$ cat src/rtl/jtag_shift_seq.sv
// Splits one XVC shift command into C_DATA_WIDTH-bit chunks for jtag_proc and
// returns one masked TDO word per chunk, with an optional per-chunk done timeout.
module jtag_shift_seq #(
   parameter int unsigned C_DATA_WIDTH   = 32,
   parameter int unsigned C_DONE_TIMEOUT = 0
) (
   input  logic                    s_axi_aclk,
   input  logic                    s_axi_aresetn,
   input  logic                    cmd_valid,
   output logic                    cmd_ready,
   input  logic [31:0]             cmd_num_bits,
   input  logic                    in_valid,
   output logic                    in_ready,
   input  logic [C_DATA_WIDTH-1:0] in_tms,
   input  logic [C_DATA_WIDTH-1:0] in_tdi,
   output logic                    out_valid,
   input  logic                    out_ready,
   output logic [C_DATA_WIDTH-1:0] out_tdo,
   output logic                    out_last,
   output logic                    proc_en,
   input  logic                    proc_done,
   output logic [31:0]             proc_length,
   output logic [C_DATA_WIDTH-1:0] proc_tms_vec,
   output logic [C_DATA_WIDTH-1:0] proc_tdi_vec,
   input  logic [C_DATA_WIDTH-1:0] proc_tdo_vec,
   output logic                    busy,
   output logic                    timeout_err
);

   localparam logic [31:0] W32 = C_DATA_WIDTH;

   typedef enum logic [2:0] {IDLE, FETCH, RUN, RESP, DRAIN} state_t;

   state_t                  state;
   logic [31:0]             remaining;
   logic [31:0]             run_count;
   logic                    done_armed;
   logic [31:0]             chunk_len;
   logic [31:0]             rem_after_run;
   logic [C_DATA_WIDTH-1:0] tdo_mask;

   assign chunk_len     = (remaining > W32) ? W32 : remaining;
   // proc_length was loaded as min(remaining, width), so this cannot underflow
   assign rem_after_run = remaining - proc_length;

   generate
      for (genvar gi = 0; gi < C_DATA_WIDTH; gi++) begin : g_mask
         assign tdo_mask[gi] = (proc_length > 32'(gi));
      end
   endgenerate

   always_ff @(posedge s_axi_aclk) begin
      if (!s_axi_aresetn) begin
         cmd_ready    <= 1'b0;
         in_ready     <= 1'b0;
         out_valid    <= 1'b0;
         out_last     <= 1'b0;
         out_tdo      <= '0;
         proc_en      <= 1'b0;
         proc_length  <= '0;
         proc_tms_vec <= '0;
         proc_tdi_vec <= '0;
         busy         <= 1'b0;
         timeout_err  <= 1'b0;
         state        <= IDLE;
         remaining    <= '0;
         run_count    <= '0;
         done_armed   <= 1'b0;
      end else begin
         case (state)
            IDLE: begin
               cmd_ready <= 1'b1;
               if (cmd_valid && cmd_ready) begin
                  remaining   <= cmd_num_bits;
                  timeout_err <= 1'b0;
                  if (cmd_num_bits != 32'd0) begin
                     cmd_ready <= 1'b0;
                     busy      <= 1'b1;
                     in_ready  <= 1'b1;
                     state     <= FETCH;
                  end
               end
            end
            FETCH: begin
               if (in_valid && in_ready) begin
                  proc_tms_vec <= in_tms;
                  proc_tdi_vec <= in_tdi;
                  proc_length  <= chunk_len;
                  in_ready     <= 1'b0;
                  proc_en      <= 1'b1;
                  run_count    <= '0;
                  done_armed   <= 1'b0;
                  state        <= RUN;
               end
            end
            RUN: begin
               // done is ignored during the first RUN cycle so a stale level is never taken
               done_armed <= 1'b1;
               run_count  <= run_count + 32'd1;
               if (done_armed && proc_done) begin
                  out_tdo   <= proc_tdo_vec & tdo_mask;
                  out_last  <= (rem_after_run == 32'd0);
                  out_valid <= 1'b1;
                  remaining <= rem_after_run;
                  proc_en   <= 1'b0;
                  state     <= RESP;
               end else if ((C_DONE_TIMEOUT != 0) && (run_count + 32'd1 == C_DONE_TIMEOUT)) begin
                  proc_en     <= 1'b0;
                  timeout_err <= 1'b1;
                  remaining   <= rem_after_run;
                  if (rem_after_run == 32'd0) begin
                     busy      <= 1'b0;
                     cmd_ready <= 1'b1;
                     state     <= IDLE;
                  end else begin
                     in_ready <= 1'b1;
                     state    <= DRAIN;
                  end
               end
            end
            RESP: begin
               if (out_valid && out_ready) begin
                  out_valid <= 1'b0;
                  out_last  <= 1'b0;
                  if (remaining != 32'd0) begin
                     in_ready <= 1'b1;
                     state    <= FETCH;
                  end else begin
                     busy      <= 1'b0;
                     cmd_ready <= 1'b1;
                     state     <= IDLE;
                  end
               end
            end
            DRAIN: begin
               if (in_valid && in_ready) begin
                  remaining <= remaining - chunk_len;
                  if (remaining == chunk_len) begin
                     in_ready  <= 1'b0;
                     busy      <= 1'b0;
                     cmd_ready <= 1'b1;
                     state     <= IDLE;
                  end
               end
            end
            default: state <= IDLE;
         endcase
      end
   end

endmodule

$ cat config.mk
export PLATFORM = sky130hd
export DESIGN_NAME = jtag_shift_seq
export DESIGN_NICKNAME = d
export VERILOG_FILES = /design/src/rtl/jtag_shift_seq.sv
export SDC_FILE = /design/constraint.sdc
export NUM_CORES = 1
export LEC_CHECK = 0
export CORE_MARGIN = 5
export CORE_UTILIZATION = 30
export CTS_CLUSTER_DIAMETER = 80
export DETAILED_ROUTE_END_ITERATION = 10
export PLACE_DENSITY_LB_ADDON = 0.25
export SYNTH_ARGS = -nofsm -noshare
export SYNTH_HDL_FRONTEND = slang
export SYNTH_SLANG_ARGS = --single-unit
$ cat constraint.sdc
create_clock -name s_axi_aclk -period 9.6 [get_ports s_axi_aclk]
set_input_delay 2.4 -clock s_axi_aclk [delete_from_list [all_inputs] [get_ports s_axi_aclk]]
set_output_delay 2.4 -clock s_axi_aclk [all_outputs]
set_load 0.02 [all_outputs]
### Yosys cells after proc, flatten, opt, wreduce, memory -nomap -nowiden

Cells that the tools add are included.

* register bits: 170
* input port bits: 134
* output and inout bits: 135

* add/subtract/negate cells: 2
* $lt $le $gt $ge: 33
* equal/unequal tests: 14
* muxes and demuxes: 41
* bitwise gates (word level): 1
* reduce and logical (&&, ||, !) cells: 23

Operators by type and width (count)
* $gt 32x5->1 const B: 16
* $gt 32x4->1 const B: 8
* $gt 32x3->1 const B: 4
* $mux 32: 4
* $pmux 32 s3: 1
* $gt 32x1->1 const B: 2
* $gt 32x2->1 const B: 2
* $reduce_bool 32->1: 2
* $sub 32x32->32: 2
* $and 32x32->32: 1
* $eq 32x32->1: 1
* $gt 32x6->1 const B: 1
* $logic_not 32->1: 1
* $mux 1: 21
* $mux 3: 7
* $ne 2x2->1 const B: 9
* $pmux 3 s5: 1
* $reduce_and 7->1: 2
* $pmux 1 s2: 4
* $reduce_and 8->1: 1
* $eq 3x2->1 const B: 2
* $pmux 1 s3: 2
* $reduce_and 2->1: 3
* $reduce_and 3->1: 2
* other kinds (10): 15

### Logic depth before layout (Yosys ltp)

Gate-level depths: netlist of the first run.

* word-level depth: 6
* gate-level depth with buffers: 13
* gate-level depth less buffers: 13

### Worst setup path after synthesis of the first run

No wires, ideal clock.

* path type: input -> register
* start: input proc_done
* end: register out_last
* library setup time: 0.059 ns
* arrival time: 3.783 ns
* setup slack: 5.758 ns
* cell stages on the path: 9
* path through: nand3_1 nor2_1 nand4_1 nor4_1 nand4_1 a2111o_1 nor4_2 nand4_1 nand2_1

* cells in the longest elaborated chain, start to end: 3

Ends and longest elaborated chain
* start: declaration: line 21 `input logic proc_done,`
* $logic_and 1x1->1: line 100 `if (done_armed && proc_done) begin`
* $ne 2x2->1 (no line)
* $reduce_and 3->1 (no line)
* end signal: assignment: line 102 `out_last <= (rem_after_run == 32'd0);`
* end: declaration: line 19 `output logic out_last,`

No other way between the ends.
A chain may end at the register's enable or synchronous reset.

==> summary.txt, run 1 <==
STA
  • Fmax: 211 MHz
  • RSZ-0062 raised after global routing: no
  • Tmin final: 4.74 ns
  • Setup violators final: 0
  • Final hold violations: 0
  • Worst slew pin tran: 1.03 ns
  • Slew Viols, Final: 0
  • Post-route clock period utilization: 49.3%
  • Clock skew: 0.0168 ns
  • Relative slew slack: 30.7%
  • Sum Neg Setup Slack: 0 ns

Yosys
  • Count leader, synth: nand2_1
  • Synth Area in XOR/XNOR: 2.38%
  • Adder-cell share of the synthesized area: 5.19%
  • Dominant cell type by area after synthesis: dfxtp_1
  • Top cells by area, synth: dfxtp_1, a21oi_1, nand2_1
  • FF+latch count, synth: 169
  • Post-synth cell types: 67
  • Top FF cell, synth: dfxtp_1
  • Async set-reset flop share out of synthesis: 0%
  • Compound-Gate Fraction of Synth Area: 21.9%
  • Post-Syn Instances: 1159
  • Top post-synthesis cells by count: nand2_1, dfxtp_1, a21oi_1
  • Syn avg cell area: 7.61 sq um
  • Synth top area share: 38.4%
  • Multiplexer area fraction after synthesis: 1.83%
  • Cell Area, Synth: 8820 sq um
  • Synthesis warning total: 0
  • Number of synthesized flops with an enable pin: 0
  • Synth Area in Simple Gates: 24.5%
  • Largest family of logic cells by synthesized area: simple AND/OR/NAND/NOR gates
  • Synthesized net count: 1329
  • Sequential element share of the synthesized area: 38.4%

Power and ir drop
  • Worst VDD drop: 0.127 mV
  • Total power per unit cell area: 268 nW/um^2
  • Leak pwr: 4.37 nW

Global route
  • Antenna violations before repair: 1
  • First-pass GRT wire length: 51900 um
  • Global-route usage over all layers: 19.6%
  • Number of global-route vias before repair: 8834
  • Total congestion overflow: 0
  • Largest net degree at the start of global routing: 86

Clock network
  • CTS H-tree lvls: 4
  • Post-CTS setup buffer count: 0
  • Hold-fix buffer count after cts: 0
  • Longest Clk Path Bufs: 2
  • Clk_lat worst skew: 0.45 ns
  • CTS root buf: clkbuf_16
  • CTS clk-pin slew, worst paths: 0.08 ns
  • Clock Sinks: 169
  • Cts repair resizes: 0
  • TritonCTS clock tree: built
  • Total CTS buffers: 17

Placed design
  • Placer Congestion: 0.937
  • Port buffer count: 267
  • Hpwl dp: 25500 um
  • Placed insts: 1745

Outcome
  • Status: completed

Routing
  • DRC violations left: 0
  • Drt via density: 5.23
  • First-iteration detailed-routing DRC count: 777
  • Routed vias: 9306
  • Routed wire length: 33800 um
  • WL/cell: 19.0 um
  • Post-route ant nets: 0
  • DRT Pass-1 Iters: 5

Floorplanning
  • Row count: 62
  • Core Footprint: 28900 sq um
  • Die W: 181 um
  • Initial Util: 30.6%
  • Die Y: 181 um
  • IO Pins: 269
  • Die Area: 32900 sq um

Worst setup path
  • Worst Setup End Kind: flip-flop
  • Req. time, crit path: 9.99 ns
  • Max Fanout on Critical Path: 14
  • Crit path arrival time: 5.13 ns
  • Crit path kind: in -> reg
  • Startpoint types: input port

Final layout
  • Synthesis-to-layout area growth: 40.0%
  • Layout cells sized above 1: 4.02%
  • Final Non-Filler Cells: 1778
  • Final nets: 1550
  • Fin util: 42.8%

Worst hold path
  • Hold WC Path Type: reg -> reg

Run
  • Max cap viols: 0
==> cell type report <==
cell class / instances / area [sq um]
clock buffer: 17 / 425
tap: 384 / 480
antenna: 1 / 2.50
multi-input combinational: 872 / 4940
fill: 2970 / 16500
inverter: 44 / 168
timing repair buffer: 276 / 2740
clock inverter: 15 / 206
sequential: 169 / 3380
==> flip-flops by register name, indices dropped and copies added (netlist names) <==
register	flops
out_last	1
state	2
out_tdo	32
done_armed	1
proc_tdi_vec	32
out_valid	1
proc_en	1
proc_tms_vec	32
proc_length	32
remaining	32
in_ready	1
cmd_ready	1
busy	1
==> logic make-up (layout without fill, tap and decap cells) <==
logic type | after synthesis | count (layout)
other | 1 | 2
xor gates and xnor gates | 24 | 24
muxes | 16 | 16
adders and majority gates | 36 | 36
buffers and inverters | 118 | 352
and+or+nand+nor | 475 | 475
DFF | 169 | 169
AOI/OAI and AO/OA | 320 | 320
==> routing by layer <==
| layer | track usage, % | wire length [um] |
|---|---|---|
| met1 | 26.3 | 15100 |
| met2 | 31.8 | 15500 |
| met3 | 3.88 | 2090 |
| met4 | 6.60 | 1030 |
| met5 | 0 | 0 |
==> power by group <==
| part | total, mW | switching (mW) | internal [mW] |
|---|---|---|---|
| combinational | 1.74 | 1.07 | 0.670 |
| sequential | 0.841 | 0.0643 | 0.777 |
| clock | 0.726 | 0.364 | 0.362 |
==> cell usage in the layout, fill, tap and decap left out, types with 8 or more instances in the layout <==
cell type,n
nor4_1,24
nor2_1,80
nand3_1,32
buf_4,9
a31oi_1,9
a21oi_1,165
o21ai_0,35
inv_1,41
nand2_1,219
clkbuf_16,17
a21o_1,13
nor3_1,44
a211oi_1,23
mux2i_1,15
and3_1,8
xnor2_1,18
dfxtp_1,169
clkdlybuf4s50_1,267
ha_1,35
nand4_1,29
o211ai_1,20
==> worst max-delay path, cell delays in order <==
cell and delay (ns):
clkdlybuf4s50_1 0.90, nand3_1 0.18, a221oi_1 0.28, nand4_1 0.17
nor4_1 0.21, nand4_1 0.15, a2111o_1 0.42, nor4_2 0.21
nand4_1 0.13, nand2_1 0.08
==> metrics by stage <==
stage	cell area [sq um]	hold WS, ns	setup WS, ns	total power [mW]
5_1_grt	12400	0.476	4.69	3.54
3_3_place_gp	11700	0.438	4.50	2.56
4_1_cts	12300	0.456	4.87	3.30
6_report	12400	0.454	4.86	3.31
2_1_floorplan	8820	0.444	5.76	2.08
3_5_place_dp	11700	0.444	4.41	2.56
==> path summary, 6_finish.rpt <==
| check | startpoint | endpoint | slack, ns | depth (start not counted) |
|---|---|---|---|---|
| max reg2reg | proc_length[3] | remaining[28] | 5.59 | 12 |
| max | s_axi_aresetn | out_last | 4.86 | 10 |
| min | out_tdo[27] | out_tdo[27] | 0.45 | 2 |
| min reg2reg | out_tdo[27] | out_tdo[27] | 0.45 | 2 |
(Power assumes the default switching activity.)
==> inputs of run 2 (changes only) <==
==> constraint.sdc (replaced) <==
create_clock -name s_axi_aclk -period 3.89 [get_ports s_axi_aclk]
set_input_delay 0.9725 -clock s_axi_aclk [delete_from_list [all_inputs] [get_ports s_axi_aclk]]
set_output_delay 0.9725 -clock s_axi_aclk [all_outputs]
set_load 0.02 [all_outputs]
==> summary.txt, run 2 (same netlist as run 1, synthesis figures left out) <==
Power and ir drop
  • Sw Ratio: 45.3%
  • Comb pwr share: 53.0%
  • Clock network fraction of total power: 21.9%
  • Pwr Total: 8.25 mW
  • Sequential power share: 25.1%
  • Sw Pwr: 3.73 mW
  • Total power per unit cell area: 659 nW/um^2
  • Worst VDD drop: 0.335 mV
  • Int Pwr: 4.51 mW
  • Leak pwr: 4.47 nW

Final layout
  • Layout cells sized above 1: 5.18%
  • Most common cell after layout, fill and taps aside: clkdlybuf4s50_1
  • Synthesis-to-layout area growth: 41.9%
  • Fillers: 2930
  • Fin util: 43.4%
  • Final cell area excluding filler cells: 12500 sq um
  • ANT cells: 0
  • Most frequent cells in the layout: clkdlybuf4s50_1, nand2_1, dfxtp_1
  • Final nets: 1567

Run
  • Max cap viols: 0

STA
  • Fmax: 279 MHz
  • Clock skew: 0.0177 ns
  • RSZ-0062 raised after global routing: no
  • Slew Viols, Final: 0
  • Worst slew pin tran: 0.861 ns
  • Setup violators final: 0
  • Tmin final: 3.58 ns
  • Relative slew slack: 42.2%
  • Sum Neg Setup Slack: 0 ns
  • Post-route clock period utilization: 92.1%
  • Worst setup margin: 0.306 ns
  • Final hold violations: 0

Worst setup path
  • Startpoint types: flip-flop
  • Max Fanout on Critical Path: 3
  • Reg2reg setup slack: 0.31 ns
  • Worst Setup End Kind: flip-flop
  • Crit path arrival time: 3.88 ns
  • Req. time, crit path: 4.19 ns
  • Crit path kind: reg -> reg

Clock network
  • Total CTS buffers: 17
  • CTS clk-pin slew, worst paths: 0.08 ns
  • Clock Sinks: 169
  • CTS root buf: clkbuf_16
  • Clk_lat worst skew: 0.44 ns
  • Post-CTS setup buffer count: 0
  • CTS H-tree lvls: 4
  • Longest Clk Path Bufs: 2
  • Cts repair resizes: 0
  • Hold-fix buffer count after cts: 0
  • TritonCTS clock tree: built

Routing
  • First-iteration detailed-routing DRC count: 753
  • Drt via density: 5.20
  • Routed vias: 9326
  • DRT Pass-1 Iters: 5
  • WL/cell: 19.2 um
  • Routed wire length: 34500 um
  • DRC violations left: 0
  • Post-route ant nets: 0

Floorplanning
  • Initial Util: 30.6%
  • Core Footprint: 28900 sq um
  • Die Area: 32900 sq um
  • Die W: 181 um
  • Die Y: 181 um
  • Row count: 62
  • IO Pins: 269

Global route
  • First-pass GRT wire length: 53000 um
  • Largest net degree at the start of global routing: 63
  • Global-route usage over all layers: 20.1%
  • Grt met2 use: 32.8%
  • GR Util met3: 4.16%
  • Number of global-route vias before repair: 8945
  • Antenna violations before repair: 0
  • GR Util met1: 27.0%
  • Grt peak-use layer: met2
  • Total congestion overflow: 0

Placed design
  • Hpwl dp: 26700 um
  • Port buffer count: 267
  • Placer Congestion: 0.964
  • DP Worst Slack: 0.364 ns
  • Placed instance area: 11900 sq um

Outcome
  • Status: completed

Worst hold path
  • Hold WC Path Type: reg -> reg
-- run 2: final timing paths --
check                  endpoint         start  depth (start not counted)
setup / recovery  remaining[28]  remaining[0]                         13
hold / removal       out_tdo[7]    out_tdo[7]                          2
setup reg to reg  remaining[28]  remaining[0]                         13
hold reg to reg      out_tdo[7]    out_tdo[7]                          2
-- run 2: power groups by stage --
| stage | Clock [mW] | Sequential [mW] | Combinational (mW) |
|---|---|---|---|
| 2_1_floorplan | 0 | 2.13 | 3.01 |
| 3_3_place_gp | 0 | 2.10 | 4.31 |
| 3_5_place_dp | 0 | 2.11 | 4.26 |
| 4_1_cts | 1.86 | 2.07 | 4.30 |
| 5_1_grt | 1.93 | 2.09 | 4.79 |
| 6_report | 1.81 | 2.07 | 4.37 |
-- run 2: worst max-delay path: stages, from the launching register on --
cell	delay (ns)
dfxtp_1	0.33
inv_1	0.07
ha_1	0.20
fa_1	0.40
nand2b_1	0.20
a211oi_1	0.46
o21ai_0	0.23
nor3b_2	0.22
or4_2	0.70
a31oi_1	0.20
nor4_1	0.07
a31oi_1	0.18
nand2b_1	0.13
a31oi_1	0.07
-- run 2: layout make-up --
type	instances	area (sq um)	area share (%)
Multi-Input combinational cell	872	4940	39.5
Sequential cell	169	3380	27.0
Timing Repair Buffer	293	2910	23.2
Tap cell	384	480	3.84
Clock buffer	17	425	3.40
Clock inverter	15	209	1.67
Inverter	44	168	1.34
-- run 2: per-layer routing --
layer  routed length [um]  part of all wire, %
met4                  795                  2.3
met3                 2080                  6.0
met2                16000                   46
met1                15700                   45
met5                    0                    0
-- run 2: stage by stage --
step,instances,hold slack [ns]
after floorplan,1159,0.444
after global placement,1762,0.439
after detailed placement,1762,0.444
after CTS,1794,0.454
after global routing,1794,0.472
final,1794,0.453
==> inputs of run 3 (changes only) <==
--- a/config.mk
+++ b/config.mk
@@ -5,6 +5,7 @@
 export SDC_FILE = /design/constraint.sdc
 export NUM_CORES = 1
 export LEC_CHECK = 0
+export CORE_ASPECT_RATIO = 0.8
 export CORE_MARGIN = 5
 export CORE_UTILIZATION = 30
 export CTS_CLUSTER_DIAMETER = 80
==> summary.txt, run 3 (same netlist as run 1, synthesis figures left out) <==
Power and ir drop
  • Sw Ratio: 43.6%
  • Leak pwr: 4.46 nW
  • Comb pwr share: 53.0%
  • Sequential power share: 24.6%
  • Worst VDD drop: 0.411 mV
  • Int Pwr: 4.77 mW
  • Clock network fraction of total power: 22.4%
  • Total power per unit cell area: 676 nW/um^2
  • Pwr Total: 8.46 mW
  • Sw Pwr: 3.68 mW

Final layout
  • Synthesis-to-layout area growth: 41.8%
  • Final nets: 1566
  • Most frequent cells in the layout: clkdlybuf4s50_1, nand2_1, dfxtp_1
  • Layout cells sized above 1: 5.04%
  • Most common cell after layout, fill and taps aside: clkdlybuf4s50_1
  • ANT cells: 0

Routing
  • Top routing layer used: met4
  • DRC violations left: 0
  • Routed vias: 9409
  • Routed length on met1: 16300 um
  • Post-route ant nets: 0
  • Met2 WL: 14800 um
  • Drt via density: 5.27
  • First-iteration detailed-routing DRC count: 767
  • DRT Pass-1 Iters: 5
  • Met3 wire length: 2710 um
  • WL/cell: 19.4 um
  • Routed wire length: 34600 um

STA
  • Sum Neg Setup Slack: 0 ns
  • Final hold violations: 0
  • Worst setup margin: 0.407 ns
  • Slew Viols, Final: 0
  • Setup violators final: 0
  • Fmax: 287 MHz
  • Clock skew: 0.0151 ns
  • RSZ-0062 raised after global routing: no
  • Tmin final: 3.48 ns
  • Relative slew slack: 45.1%
  • Worst slew pin tran: 0.824 ns
  • Post-route clock period utilization: 89.5%

Global route
  • Largest net degree at the start of global routing: 67
  • Antenna violations before repair: 0
  • Number of global-route vias before repair: 9064
  • Total congestion overflow: 0
  • First-pass GRT wire length: 52600 um
  • Global-route usage over all layers: 20.2%

Worst setup path
  • Req. time, crit path: 4.19 ns
  • Worst Setup End Kind: flip-flop
  • Crit path kind: reg -> reg
  • Slowest cell on the critical path: or4_2
  • Reg2reg setup slack: 0.41 ns
  • Crit path arrival time: 3.78 ns
  • Critical-path cell list: inv_1 -> ha_1 -> fa_1 -> nand2b_1 -> a211oi_1 -> o21ai_0 -> nor3b_2 -> or4_2 -> a31oi_1 -> nor4_1 -> a31oi_1 -> nand2b_1 -> a31oi_1
  • Max Fanout on Critical Path: 3
  • Crit-path max cell delay: 0.70 ns
  • Startpoint types: flip-flop
  • Reg2reg path depth: 13
  • Worst path most repeated cell: a31oi_1

Floorplanning
  • IO Pins: 269
  • Die W: 202 um
  • Initial Util: 30.3%
  • Row count: 56
  • Die Y: 163 um
  • Die Area: 32900 sq um
  • Core Footprint: 29100 sq um

Clock network
  • Clk_lat worst skew: 0.44 ns
  • CTS H-tree lvls: 4
  • Clock Sinks: 169
  • Longest Clk Path Bufs: 2
  • CTS clk-pin slew, worst paths: 0.07 ns
  • Post-CTS setup buffer count: 0
  • Cts repair resizes: 0
  • Hold-fix buffer count after cts: 0
  • CTS root buf: clkbuf_16
  • TritonCTS clock tree: built
  • Total CTS buffers: 17

Placed design
  • DP Worst Slack: 0.446 ns
  • Port buffer count: 267
  • Placer Congestion: 0.933
  • Hpwl dp: 26300 um

Worst hold path
  • Hold Path Stages: 2
  • Hold WC Path Type: reg -> reg

Run
  • Max cap viols: 0

Outcome
  • Status: completed
run 3: cell count changes in the layout (fill, tap and decap cells not counted), sizes merged:
cell	previous run	this run
clkinv	9	4
inv	50	45
bufinv	0	4
clkinvlp	0	3
clkbuf	17	19
buf	26	25
run 3: critical path: cells and delay by family (launching register included):
kind	cells	cell delay, ns
flip-flops	1	0.33
buffers and inverters	1	0.07
AND/OR/NAND/NOR	5	1.30
AO/OA/AOI/OAI	5	1.02
adder cells (fa/ha/maj)	2	0.61
run 3: layout make-up:
type                       count  area [sq um]
clock buffer                  19           453
clock inverter                12           189
fill                        3014         16600
inverter                      44           168
multi-input combinational    872          4940
sequential                   169          3380
tap                          377           472
timing repair buffer         292          2900
run 3: per-stage QoR:
step                std cells  util [%]  cell area (sq um)  hold WS [ns]
finish                   1785      42.9              12500         0.453
global route             1785      42.9              12500         0.470
CTS                      1785      42.9              12500         0.454
detailed placement       1754      40.7              11900         0.445
global placement         1754      40.7              11900         0.439
floorplan                1159         -               8820         0.444
run 3: worst paths after layout:
| path | startpoint | endpoint |
|---|---|---|
| hold reg to reg | proc_tms_vec[15] | proc_tms_vec[15] |
| setup reg to reg | remaining[0] | remaining[28] |
| setup / recovery | remaining[0] | remaining[28] |
| hold / removal | proc_tms_vec[15] | proc_tms_vec[15] |
run 3: metal layers:
layer / vias to the layer above / GRT usage, %
li1: 4602 / -
met4: 0 / 5.75
met5: - / 0
met2: 364 / 29.8
met1: 4399 / 28.3
met3: 44 / 6.31
run 3: power by group through the flow:
stage,clock (mW),combinational [mW],sequential [mW]
floorplan,0,3.01,2.13
global placement,0,4.41,2.11
detailed placement,0,4.36,2.11
CTS,1.95,4.39,2.08
global route,2.02,4.89,2.10
finish,1.90,4.48,2.08
